$ cat config.mk
export PLATFORM = sky130hd
export DESIGN_NAME = rvee_fetch
export DESIGN_NICKNAME = d
export VERILOG_FILES = /design/src/rtl/rvee_fetch.sv
export SDC_FILE = /design/constraint.sdc
export NUM_CORES = 1
export LEC_CHECK = 0
export ABC_AREA = 1
export CORE_MARGIN = 5
export CORE_UTILIZATION = 48
export DETAILED_ROUTE_END_ITERATION = 8
export PLACE_DENSITY = 0.87
export SYNTH_ARGS = -nofsm -noshare
export SYNTH_HDL_FRONTEND = slang
export SYNTH_SLANG_ARGS = --single-unit
$ cat constraint.sdc
create_clock -name clk -period 2.68 [get_ports clk]
set_clock_uncertainty 0.1 [all_clocks]
set_input_delay 0.536 -clock clk [delete_from_list [all_inputs] [get_ports clk]]
set_output_delay 0.536 -clock clk [all_outputs]
set_load 0.005 [all_outputs]
$ cat src/rtl/rvee_fetch.sv
// Instruction fetch stage: issues PCs to instruction memory, buffers in-order
// responses in a small circular slot buffer and hands them to decode.
module rvee_fetch #(
    parameter int unsigned XLEN  = 32,
    parameter int unsigned DEPTH = 2
) (
    input  logic            clk,
    input  logic            rst,
    input  logic            pc_valid,
    input  logic [XLEN-1:0] pc,
    output logic            pc_ready,
    input  logic            jmp,
    output logic            imem_req_valid,
    output logic [XLEN-1:0] imem_req_addr,
    input  logic            imem_req_ready,
    input  logic            imem_rsp_valid,
    input  logic [31:0]     imem_rsp_data,
    input  logic            imem_rsp_err,
    output logic            dec_valid,
    output logic [31:0]     dec_insn,
    output logic [XLEN-1:0] dec_pc,
    output logic            dec_fault,
    input  logic            dec_ready
);

    localparam int unsigned PW = $clog2(DEPTH);
    localparam int unsigned CW = $clog2(DEPTH + 1);

    logic [DEPTH-1:0][XLEN-1:0] slot_pc;
    logic [DEPTH-1:0][31:0]     slot_insn;
    logic [DEPTH-1:0]           slot_err;
    logic [DEPTH-1:0]           slot_filled;

    logic [PW-1:0] head;
    logic [PW-1:0] tail;
    logic [PW-1:0] fill_idx;
    logic [CW-1:0] used;
    logic [CW-1:0] pend;
    logic [CW-1:0] drop_cnt;
    logic [CW-1:0] drop_flush;
    logic [CW:0]   occ;
    logic [CW:0]   outstanding;

    logic credit;
    logic issue;
    logic rsp_store;
    logic rsp_drop;
    logic retire;

    // Credits count both live slots and responses still owed to a flushed stream.
    always_comb begin
        occ    = (CW+1)'(used) + (CW+1)'(drop_cnt);
        credit = occ < (CW+1)'(DEPTH);
    end

    assign imem_req_valid = pc_valid & credit & ~jmp;
    assign imem_req_addr  = pc;
    assign pc_ready       = imem_req_valid & imem_req_ready;
    assign issue          = pc_ready;

    assign rsp_store = imem_rsp_valid & ~jmp & (drop_cnt == '0) & (pend != '0);
    assign rsp_drop  = imem_rsp_valid & ~jmp & (drop_cnt != '0);

    // Unfilled slots are the youngest pend entries, so the oldest sits pend behind tail.
    assign fill_idx = tail - PW'(pend);

    assign dec_valid = slot_filled[head] & (used != '0) & ~jmp;
    assign retire    = dec_valid & dec_ready;
    assign dec_insn  = slot_insn[head];
    assign dec_pc    = slot_pc[head];
    assign dec_fault = slot_err[head];

    // On flush every outstanding request becomes a response to discard,
    // except one arriving in the flush cycle itself.
    always_comb begin
        outstanding = (CW+1)'(pend) + (CW+1)'(drop_cnt);
        if (imem_rsp_valid && (outstanding != '0)) begin
            outstanding = outstanding - (CW+1)'(1);
        end
        drop_flush = CW'(outstanding);
    end

    always_ff @(posedge clk) begin
        if (!rst) begin
            head        <= '0;
            tail        <= '0;
            used        <= '0;
            pend        <= '0;
            drop_cnt    <= '0;
            slot_filled <= '0;
            slot_err    <= '0;
            slot_pc     <= '0;
            slot_insn   <= '0;
        end else if (jmp) begin
            head        <= tail;
            used        <= '0;
            pend        <= '0;
            drop_cnt    <= drop_flush;
            slot_filled <= '0;
        end else begin
            if (issue) begin
                slot_pc[tail]     <= pc;
                slot_filled[tail] <= 1'b0;
                tail              <= tail + PW'(1);
            end
            if (rsp_store) begin
                slot_insn[fill_idx]   <= imem_rsp_data;
                slot_err[fill_idx]    <= imem_rsp_err;
                slot_filled[fill_idx] <= 1'b1;
            end
            if (retire) begin
                slot_filled[head] <= 1'b0;
                head              <= head + PW'(1);
            end
            if (rsp_drop) begin
                drop_cnt <= drop_cnt - CW'(1);
            end
            used <= used + CW'(issue) - CW'(retire);
            pend <= pend + CW'(issue) - CW'(rsp_store);
        end
    end

endmodule
After elaboration in Yosys (flattened, before gate mapping):

Cells that the tools add are included.

* muxes and demuxes: 33
* divide/modulo/power cells: 0
* magnitude comparators: 7
* bitwise logic cells: 17
* add/sub/neg operators: 11
* shift operators: 0
* eq/ne operators: 0
* multiply operators: 0
* reduce and logical (&&, ||, !) cells: 14

Operator list (number)
* $mux 32: 6
* $bwmux 64: 2
* $demux 32 s1: 2
* $mux 2: 10
* $and 1x1->1: 10
* $reduce_bool 2->1: 5
* $mux 1: 9
* $add 2x2->3: 2
* $lt 1x2->1 const B: 3
* $add 2x1->2: 2
* $and 2x2->2: 2
* $logic_and 1x1->1: 4
* $not 2->2: 2
* $reduce_and 2->1: 2
* $sub 2x1->2: 2
* $sub 2x1->2 const B: 2
* $demux 1 s1: 3
* $ge 1x1->1 const B: 3
* $lt 3x2->1 const B: 1
* $reduce_bool 3->1: 1
* $add 1x1->1 const B: 2
* $bwmux 2: 1
* $logic_not 2->1: 1
* $not 1->1: 2
* other kinds (3): 3

* output and inout port bits: 100
* memories kept: 0
* memory bits (read-only): 0
* word-level logic and storage cells: 93
* bits in latches: 0
* RAM bits: 0
* register bits: 140

Logic depth before layout (Yosys ltp):

Gate-level depths: netlist of run 1.

* depth after elaboration: 15
* mapped depth: 12

Least setup slack after synthesis of run 1:

OpenSTA, ideal clock, no wires.

* path kind: flip-flop to flip-flop
* start point: reg drop_cnt[1]
* end point: reg pend[1]
* arrival: 2054 ps
* setup slack: 456 ps
* clock period less this slack: 2224 ps
* setup time: 70 ps
* buffers on the path: 2
* stages on the path, launching flop included: 12
* path through: dfxtp_1 inv_1 ha_1 nand3_4 buf_2 buf_2 inv_1 ha_1 inv_1 ha_1 or2_2 a21oi_1

* word-level cells in the longest chain between the ends: 7

Ends and longest elaborated chain
* start, declared: line 39 `logic [CW-1:0] drop_cnt;`
* start signal, assigned: line 98 `drop_cnt <= drop_flush;`
* start signal, assigned: line 116 `drop_cnt <= drop_cnt - CW'(1);`
* $add 2x2->3: line 52 `occ = (CW+1)'(used) + (CW+1)'(drop_cnt);`
* $lt 3x2->1: line 53 `credit = occ < (CW+1)'(DEPTH);`
* $and 1x1->1 (2 in series): line 56 `assign imem_req_valid = pc_valid & credit & ~jmp;`
* $and 1x1->1: line 58 `assign pc_ready = imem_req_valid & imem_req_ready;`
* $add 2x1->2: line 119 `pend <= pend + CW'(issue) - CW'(rsp_store);`
* $sub 2x1->2 *: line 119
* end signal, assigned: line 119
* end, declared: line 38 `logic [CW-1:0] pend;`

Every way passes the cells marked *; elsewhere a longest branch is shown, timed or not.
A chain may end at the register's enable or synchronous reset.

Final worst setup path of run 1:

* start point: reg head
* end point: out dec_valid

* word-level cells in the longest chain between the ends: 4

Ends and longest elaborated chain
* start, declared: line 34 `logic [PW-1:0] head;`
* start signal, assigned: line 95 `head <= tail;`
* start signal, assigned: line 113 `head <= head + PW'(1);`
* $mux 1 (not written as such) (2 in series): line 67 `assign dec_valid = slot_filled[head] & (used != '0) & ~jmp;`
* $and 1x1->1 (2 in series): line 67
* end, declared: line 19 `output logic dec_valid,`

No other way between the ends. The select of a mux whose other input is x is not followed.

==> summary.log, run 1 <==
qor: run_status.result_of_the_run finished, final reports clean
qor: sta.fin_crit_sh 93.7%
qor: global_routing.grt_overflow 0
qor: yosys.yosysTopAreaCell dfxtp_1
qor: yosys.postSynthRegisterBits 140
qor: worst_hold_path.hold_path_class flop to flop
qor: yosys.ys_async_sr_fraction 0%
qor: cts.cts_max_path_buffers 2
qor: floorplanning.core_area 12700 um2
qor: route.route.detailed.vias_per_inst 5.16
qor: worst_setup_path.slack_of_the_worst_reg_to_reg_path 0.51 ns
qor: worst_hold_path.min-delay-start slot_pc[26]
qor: yosys.yosysMostFrequentCell o21ai_0
qor: layout.final_area 8620 um2
qor: sta.totalNegativeSetupSlack 0 ns
qor: worst_setup_path.worst-setup-path-type flop to output port
qor: sta.max_slew.worst_pin.slew 0.655 ns
qor: yosys.synthesis.area_per_instance 7.10 um2
qor: sta.timing.final.setup_violations 0
qor: placed_design.placed_cell_area 7900 um2
qor: sta.report.final.slew_viol_count 0
qor: placed_design.post-dp-hpwl 10900 um
qor: yosys.post_synthesis_cell_count 881
qor: yosys.total_number_of_yosys_warnings 0
qor: yosys.synth_nets 962
qor: cts.cts_tree yes
qor: route.avgRoutedWirePerCell 14.2 um
qor: yosys.synth.cells.most_frequent o21ai_0 (152), nand2_1 (148), nor2_1 (142)
qor: yosys.count_of_different_cell_masters_after_synthesis 28
qor: worst_setup_path.setup.worst_path.start_class flop
qor: floorplanning.die_area 15400 um2
qor: global_routing.first_global_vias 5772
qor: placed_design.globalplace.congestion 0.828
qor: layout.layout-area-overhead-vs-synth 37.8%
qor: yosys.edff_count_synth 0
qor: global_routing.largest_net_degree_at_the_start_of_global_routing 69
qor: sta.max_freq 398 MHz
qor: cts.cts-buffers-inserted 17
qor: route.routed_wl 16900 um
qor: sta.slew_headroom 56.3%
qor: global_routing.grt_usage 21.8%
qor: layout.antennaDiodeCount 0
qor: worst_setup_path.cp.arrival 1.87 ns
qor: worst_setup_path.element_type_at_the_critical_path_end output port
qor: sta.hold-worst-slack 0.344 ns
qor: worst_hold_path.hold_path_end slot_pc[26]
qor: worst_setup_path.critical_path.most_common_cell nand2_1
qor: layout.drive_above_1_share 6.71%
qor: cts.holdBufCountCts 0
qor: floorplanning.initial_utilization 49.2%
qor: route.drtIter0Drc 577
qor: worst_setup_path.worstReg2RegStart used[0]
qor: global_routing.antenna_found_initial 0
qor: yosys.yosysSeqAreaShare 44.8%
qor: worst_hold_path.worst_hold_path.num_cells 2
qor: yosys.synth.top_cell.area_share 44.8%
qor: floorplanning.row_count 41
qor: route.drtAntennaViolNets 0
qor: floorplanning.boundaryPins 172
qor: worst_setup_path.worst_path_largest_cell_delay 0.45 ns
qor: sta.clock_period_minus_worst_slack 2.51 ns
qor: worst_setup_path.maximum_fanout_along_the_worst_path 35
qor: floorplanning.die_h 124 um
qor: worst_setup_path.crit_path_cell_trace clkinv_1 -> buf_12 -> nand2_1 -> nand2_1 -> and2_1 -> clkdlybuf4s50_1
qor: yosys.synth_area 6260 um2
qor: sta.finalHoldViolCount 0
qor: yosys.ys.flop_type dfxtp_1
qor: worst_setup_path.timing.critical_path.required 2.04 ns
qor: job.max_cap_violations 0
qor: cts.htreeDepth 4
qor: pwr.leakagePower 3.58 nW
qor: placed_design.place.port_buffers 171
qor: cts.clock-root-buffer clkbuf_16
qor: pwr.power-per-cell-area 618 nW/um2
qor: cts.cts.clk_slew.worst_paths 0.06 ns
qor: sta.rsz0062_at_grt false
qor: route.route.vias.total 6120
qor: worst_setup_path.cp_top_family buffers and inverters
qor: cts.numClockSinks 140
qor: route.detailedRoute.firstPassIterationCount 5
qor: worst_setup_path.cp.buffers_inverters 3
qor: route.post_route_drc_violation_count 0
qor: yosys.synth.top_cells.by_area dfxtp_1 (45%), o21ai_0 (12%), nand2_1 (8.9%)
qor: global_routing.grt_first_pass_wirelength 26900 um
qor: cts.clock_latency_of_the_later_clocked_register_in_the_worst_skew_pair 0.41 ns
qor: floorplanning.die_x 124 um
qor: layout.nets 1081
qor: worst_setup_path.worstRegToRegCells 11
qor: worst_setup_path.r2r_end slot_filled[1]
qor: pwr.vdd.ir_drop.worst 0.000345 V
qor: worst_setup_path.critical-path-slowest-cell clkdlybuf4s50_1
logic make-up (layout without fill, tap and decap cells):
family	count (synthesis)	after routing	synth area share [%]
AOI/OAI and AO/OA	210	210	16.8
xor gates and xnor gates	5	5	0.940
adders and majority gates	9	9	2.04
DFF	140	140	44.8
and+or+nand+nor	367	367	24.1
buffers and inverters	150	282	11.4
how the worst max path moves through the flow:
stage / depth (start not counted) / from / end
final: 6 / head / dec_valid
after global routing: 5 / used[0] / imem_req_valid
after CTS: 7 / used[0] / pc_ready
after detailed placement: 10 / jmp / pend[1]
after global placement: 5 / jmp / pc_ready
after floorplan: 11 / drop_cnt[1] / pend[1]
metrics by stage:
step | instances | util [%] | worst slack [ns] | power [mW]
2_1_floorplan | 881 | - | 0.456 | 2.43
3_3_place_gp | 1149 | 62.1 | 0.183 | 2.71
3_5_place_dp | 1149 | 62.1 | 0.116 | 2.72
4_1_cts | 1182 | 67.5 | -0.130 | 5.36
5_1_grt | 1185 | 67.8 | 0.0264 | 5.52
6_report | 1185 | 67.8 | 0.170 | 5.33
routing by layer:
metal / vias to the layer above / track usage [%] / part of all wire, %
met4: 0 / 9.03 / 2.5
met1: 2832 / 26.5 / 41
met5: - / 0 / 0
li1: 3055 / - / -
met2: 201 / 37.2 / 51
met3: 32 / 5.18 / 6.1
where the power goes:
part           switching, mW  internal, mW
registers             0.0210          2.13
logic                  0.263         0.271
clock network          0.855          1.79
total                   1.14          4.19
worst reg2reg max path, cell delays in order, from the launching register on:
cell     delay, ns
dfxtp_2       0.32
nand2_1       0.07
inv_1         0.05
fa_1          0.47
nor2_2        0.16
nand3_2       0.11
inv_2         0.07
buf_4         0.11
nand2_1       0.04
buf_4         0.26
a21oi_1       0.22
nor2_1        0.07
registers in the layout, indices dropped and copies added (netlist names):
name / flops
slot_insn: 64
slot_pc: 64
drop_cnt: 2
pend: 2
slot_err: 2
slot_filled: 2
used: 2
head: 1
tail: 1
timing repair:
item | CTS | global route
gates cloned | 0 | 0
setup endpoints to repair | 3 | 3
buffers inserted | 1 | 3
gates resized for setup | 7 | 2
hold endpoints to repair | 0 | 0
pin swaps | 2 | 3
final cells by class:
class	instances	area, um2
Clock buffer	21	460
Fill cell	1079	4100
Clock inverter	11	214
Multi-Input combinational cell	591	2750
Inverter	56	210
Timing Repair Buffer	194	1960
Tap cell	172	215
Sequential cell	140	2810
layout by cell type (no fill, tap or decap), drive strengths merged, types with 6 or more instances in the layout:
cell           synthesis  layout
bufinv                 0       6
o21ai                168     168
dfxtp                140     140
nand2                148     148
clkbuf                35      21
ha                     7       7
nor3                  66      66
clkdlybuf4s50          0     168
a21oi                 42      42
buf                   59      24
nor2                 144     144
inv                   55      55
No activity file was read; power rests on OpenSTA's default activity.
==> inputs of run 2 (changes only) <==
--- a/config.mk
+++ b/config.mk
@@ -6,8 +6,10 @@
 export NUM_CORES = 1
 export LEC_CHECK = 0
 export ABC_AREA = 1
+export CELL_PAD_IN_SITES_DETAIL_PLACEMENT = 1
+export CELL_PAD_IN_SITES_GLOBAL_PLACEMENT = 2
 export CORE_MARGIN = 5
-export CORE_UTILIZATION = 48
+export CORE_UTILIZATION = 26
 export DETAILED_ROUTE_END_ITERATION = 8
 export PLACE_DENSITY = 0.87
 export SYNTH_ARGS = -nofsm -noshare
==> run 2 against run 1 <==
Net effect:
- maximum frequency decreased by 1.9%
- design area increased by 1.2%
- clock power decreased by 15%
- die area increased by 77%
- sequential power about the same
- largest power group unchanged
==> summary.log, run 2 (synthesized netlist as in run 1, its figures left out) <==
qor: run_status.result_of_the_run finished, final reports clean
qor: layout.antennaDiodeCount 0
qor: route.routed_wl 20400 um
qor: job.max_cap_violations 0
qor: layout.layout-area-overhead-vs-synth 39.5%
qor: cts.clock_latency_of_the_later_clocked_register_in_the_worst_skew_pair 0.42 ns
qor: route.drtIter0Drc 171
qor: global_routing.grt_overflow 0
qor: global_routing.grt_first_pass_wirelength 33000 um
qor: placed_design.pre_cts_slack 0.149 ns
qor: worst_setup_path.element_type_at_the_critical_path_end output port
qor: global_routing.globalRouteMet3Util 4.96%
qor: layout.commonest_non_fill_non_tap_cell_in_the_layout clkdlybuf4s50_1
qor: pwr.leakagePower 3.52 nW
qor: placed_design.place.port_buffers 171
qor: layout.final_cells 1329
qor: sta.worst_slack 0.121 ns
qor: cts.cts.clk_slew.worst_paths 0.06 ns
qor: worst_setup_path.maximum_fanout_along_the_worst_path 50
qor: floorplanning.initial_utilization 26.5%
qor: sta.fin_crit_sh 95.5%
qor: worst_setup_path.cp_top_family buffers and inverters
qor: sta.finalHoldViolCount 0
qor: cts.cts-buffers-inserted 17
qor: layout.nets 1078
qor: floorplanning.die_x 165 um
qor: placed_design.post-dp-hpwl 12600 um
qor: worst_setup_path.critical-path-slowest-cell clkdlybuf4s50_1
qor: sta.max_freq 391 MHz
qor: route.route.vias.total 6097
qor: global_routing.busiest_layer met2
qor: layout.highest_count_cells_in_the_layout_ignoring_fill_and_taps clkdlybuf4s50_1 (168), o21ai_0 (148), nand2_1 (147)
qor: worst_setup_path.worst-setup-path-type flop to output port
qor: sta.report.final.slew_viol_count 0
qor: worst_setup_path.cp.arrival 1.92 ns
qor: global_routing.antenna_found_initial 0
qor: sta.timing.final.setup_violations 0
qor: sta.max_slew.worst_pin.slew 0.705 ns
qor: pwr.vdd.ir_drop.worst 0.000349 V
qor: floorplanning.core_area 23600 um2
qor: global_routing.first_global_vias 6417
qor: sta.slew_headroom 53.0%
qor: global_routing.global_route.usage.met2 25.3%
qor: worst_hold_path.hold_path_class flop to flop
qor: layout.reg_top3 slot_insn: 64 flops, slot_pc: 64 flops
qor: cts.htreeDepth 4
qor: route.drtAntennaViolNets 0
qor: placed_design.globalplace.congestion 0.704
qor: floorplanning.boundaryPins 172
qor: route.avgRoutedWirePerCell 15.4 um
qor: route.route.detailed.vias_per_inst 4.59
qor: layout.drive_above_1_share 6.53%
qor: cts.clock-root-buffer clkbuf_16
qor: global_routing.grt_usage 15.2%
qor: cts.cts_max_path_buffers 2
qor: sta.rsz0062_at_grt false
qor: worst_setup_path.cp.buffers_inverters 2
qor: sta.totalNegativeSetupSlack 0 ns
qor: sta.clock_period_minus_worst_slack 2.56 ns
qor: worst_setup_path.worst_path_largest_cell_delay 0.54 ns
qor: global_routing.grt.met1_usage 19.0%
qor: global_routing.largest_net_degree_at_the_start_of_global_routing 75
qor: placed_design.dpl.cell_count 1294
qor: worst_setup_path.timing.critical_path.required 2.04 ns
qor: pwr.power-per-cell-area 567 nW/um2
qor: worst_setup_path.setup.worst_path.start_class flop
qor: worst_setup_path.crit_path_cell_trace bufbuf_16 -> o21ai_0 -> clkdlybuf4s50_1
qor: route.detailedRoute.firstPassIterationCount 4
qor: route.post_route_drc_violation_count 0
qor: floorplanning.die_h 165 um
qor: cts.cts_tree yes
qor: cts.numClockSinks 140
qor: floorplanning.row_count 56
qor: floorplanning.die_area 27300 um2
run 2: changes by cell type in the layout (fill, tap and decap cells not counted), sizes merged, moves of 2 or more:
| cell | change |
|---|---|
| bufinv | -5 |
| clkbuf | -2 |
| buf | -4 |
| inv | +3 |
| clkinv | +3 |
run 2: area by class of cell:
type	instances	area, um2
clock buffer	19	433
timing repair buffer	191	1980
multi-input combinational	591	2780
fill	2908	14900
tap	319	399
clock inverter	13	118
sequential	140	2810
inverter	56	214
run 2: power by group:
part,internal (mW),switching (mW),total [mW]
Clock,1.28,0.955,2.24
Combinational,0.277,0.286,0.563
Sequential,2.13,0.0203,2.15
run 2: tightest hold or removal path, cell delays in order (launching register included):
cell	delay (ns)
dfxtp_1	0.30
inv_1	0.05
a21oi_1	0.05
run 2: path summary, 6_finish.rpt:
| kind | startpoint | to | slack, ns | cells after the start |
|---|---|---|---|---|
| setup / recovery | head | dec_pc[22] | 0.12 | 3 |
| hold / removal | slot_pc[12] | slot_pc[12] | 0.35 | 2 |
| setup reg to reg | used[0] | used[1] | 0.44 | 11 |
| hold reg to reg | slot_pc[12] | slot_pc[12] | 0.35 | 2 |
run 2: stage by stage:
stage          hold WS (ns)  cell area [um2]  power (mW)  util (%)
3_3_place_gp          0.332             8110        2.74      34.3
2_1_floorplan         0.324             6260        2.43         -
4_1_cts               0.351             8720        5.03      36.9
3_5_place_dp          0.341             8110        2.74      34.3
6_report              0.347             8730        4.95      37.0
5_1_grt               0.363             8730        5.17      37.0
run 2: per-layer routing:
layer | share of wire (%) | wire [um]
met3 | 6.9 | 1400
met5 | 0 | 0
met4 | 0.81 | 166
met2 | 46 | 9380
met1 | 46 | 9470
run 2: timing repair:
item | 4_1_cts | 5_1_grt
hold buffers | 0 | 0
gates cloned | 1 | 0
endpoints found under the hold margin | 0 | 0
buffers inserted | 2 | 0
endpoints found under the setup margin | 3 | 31
resized for setup | 6 | 6
pin swaps | 3 | 0
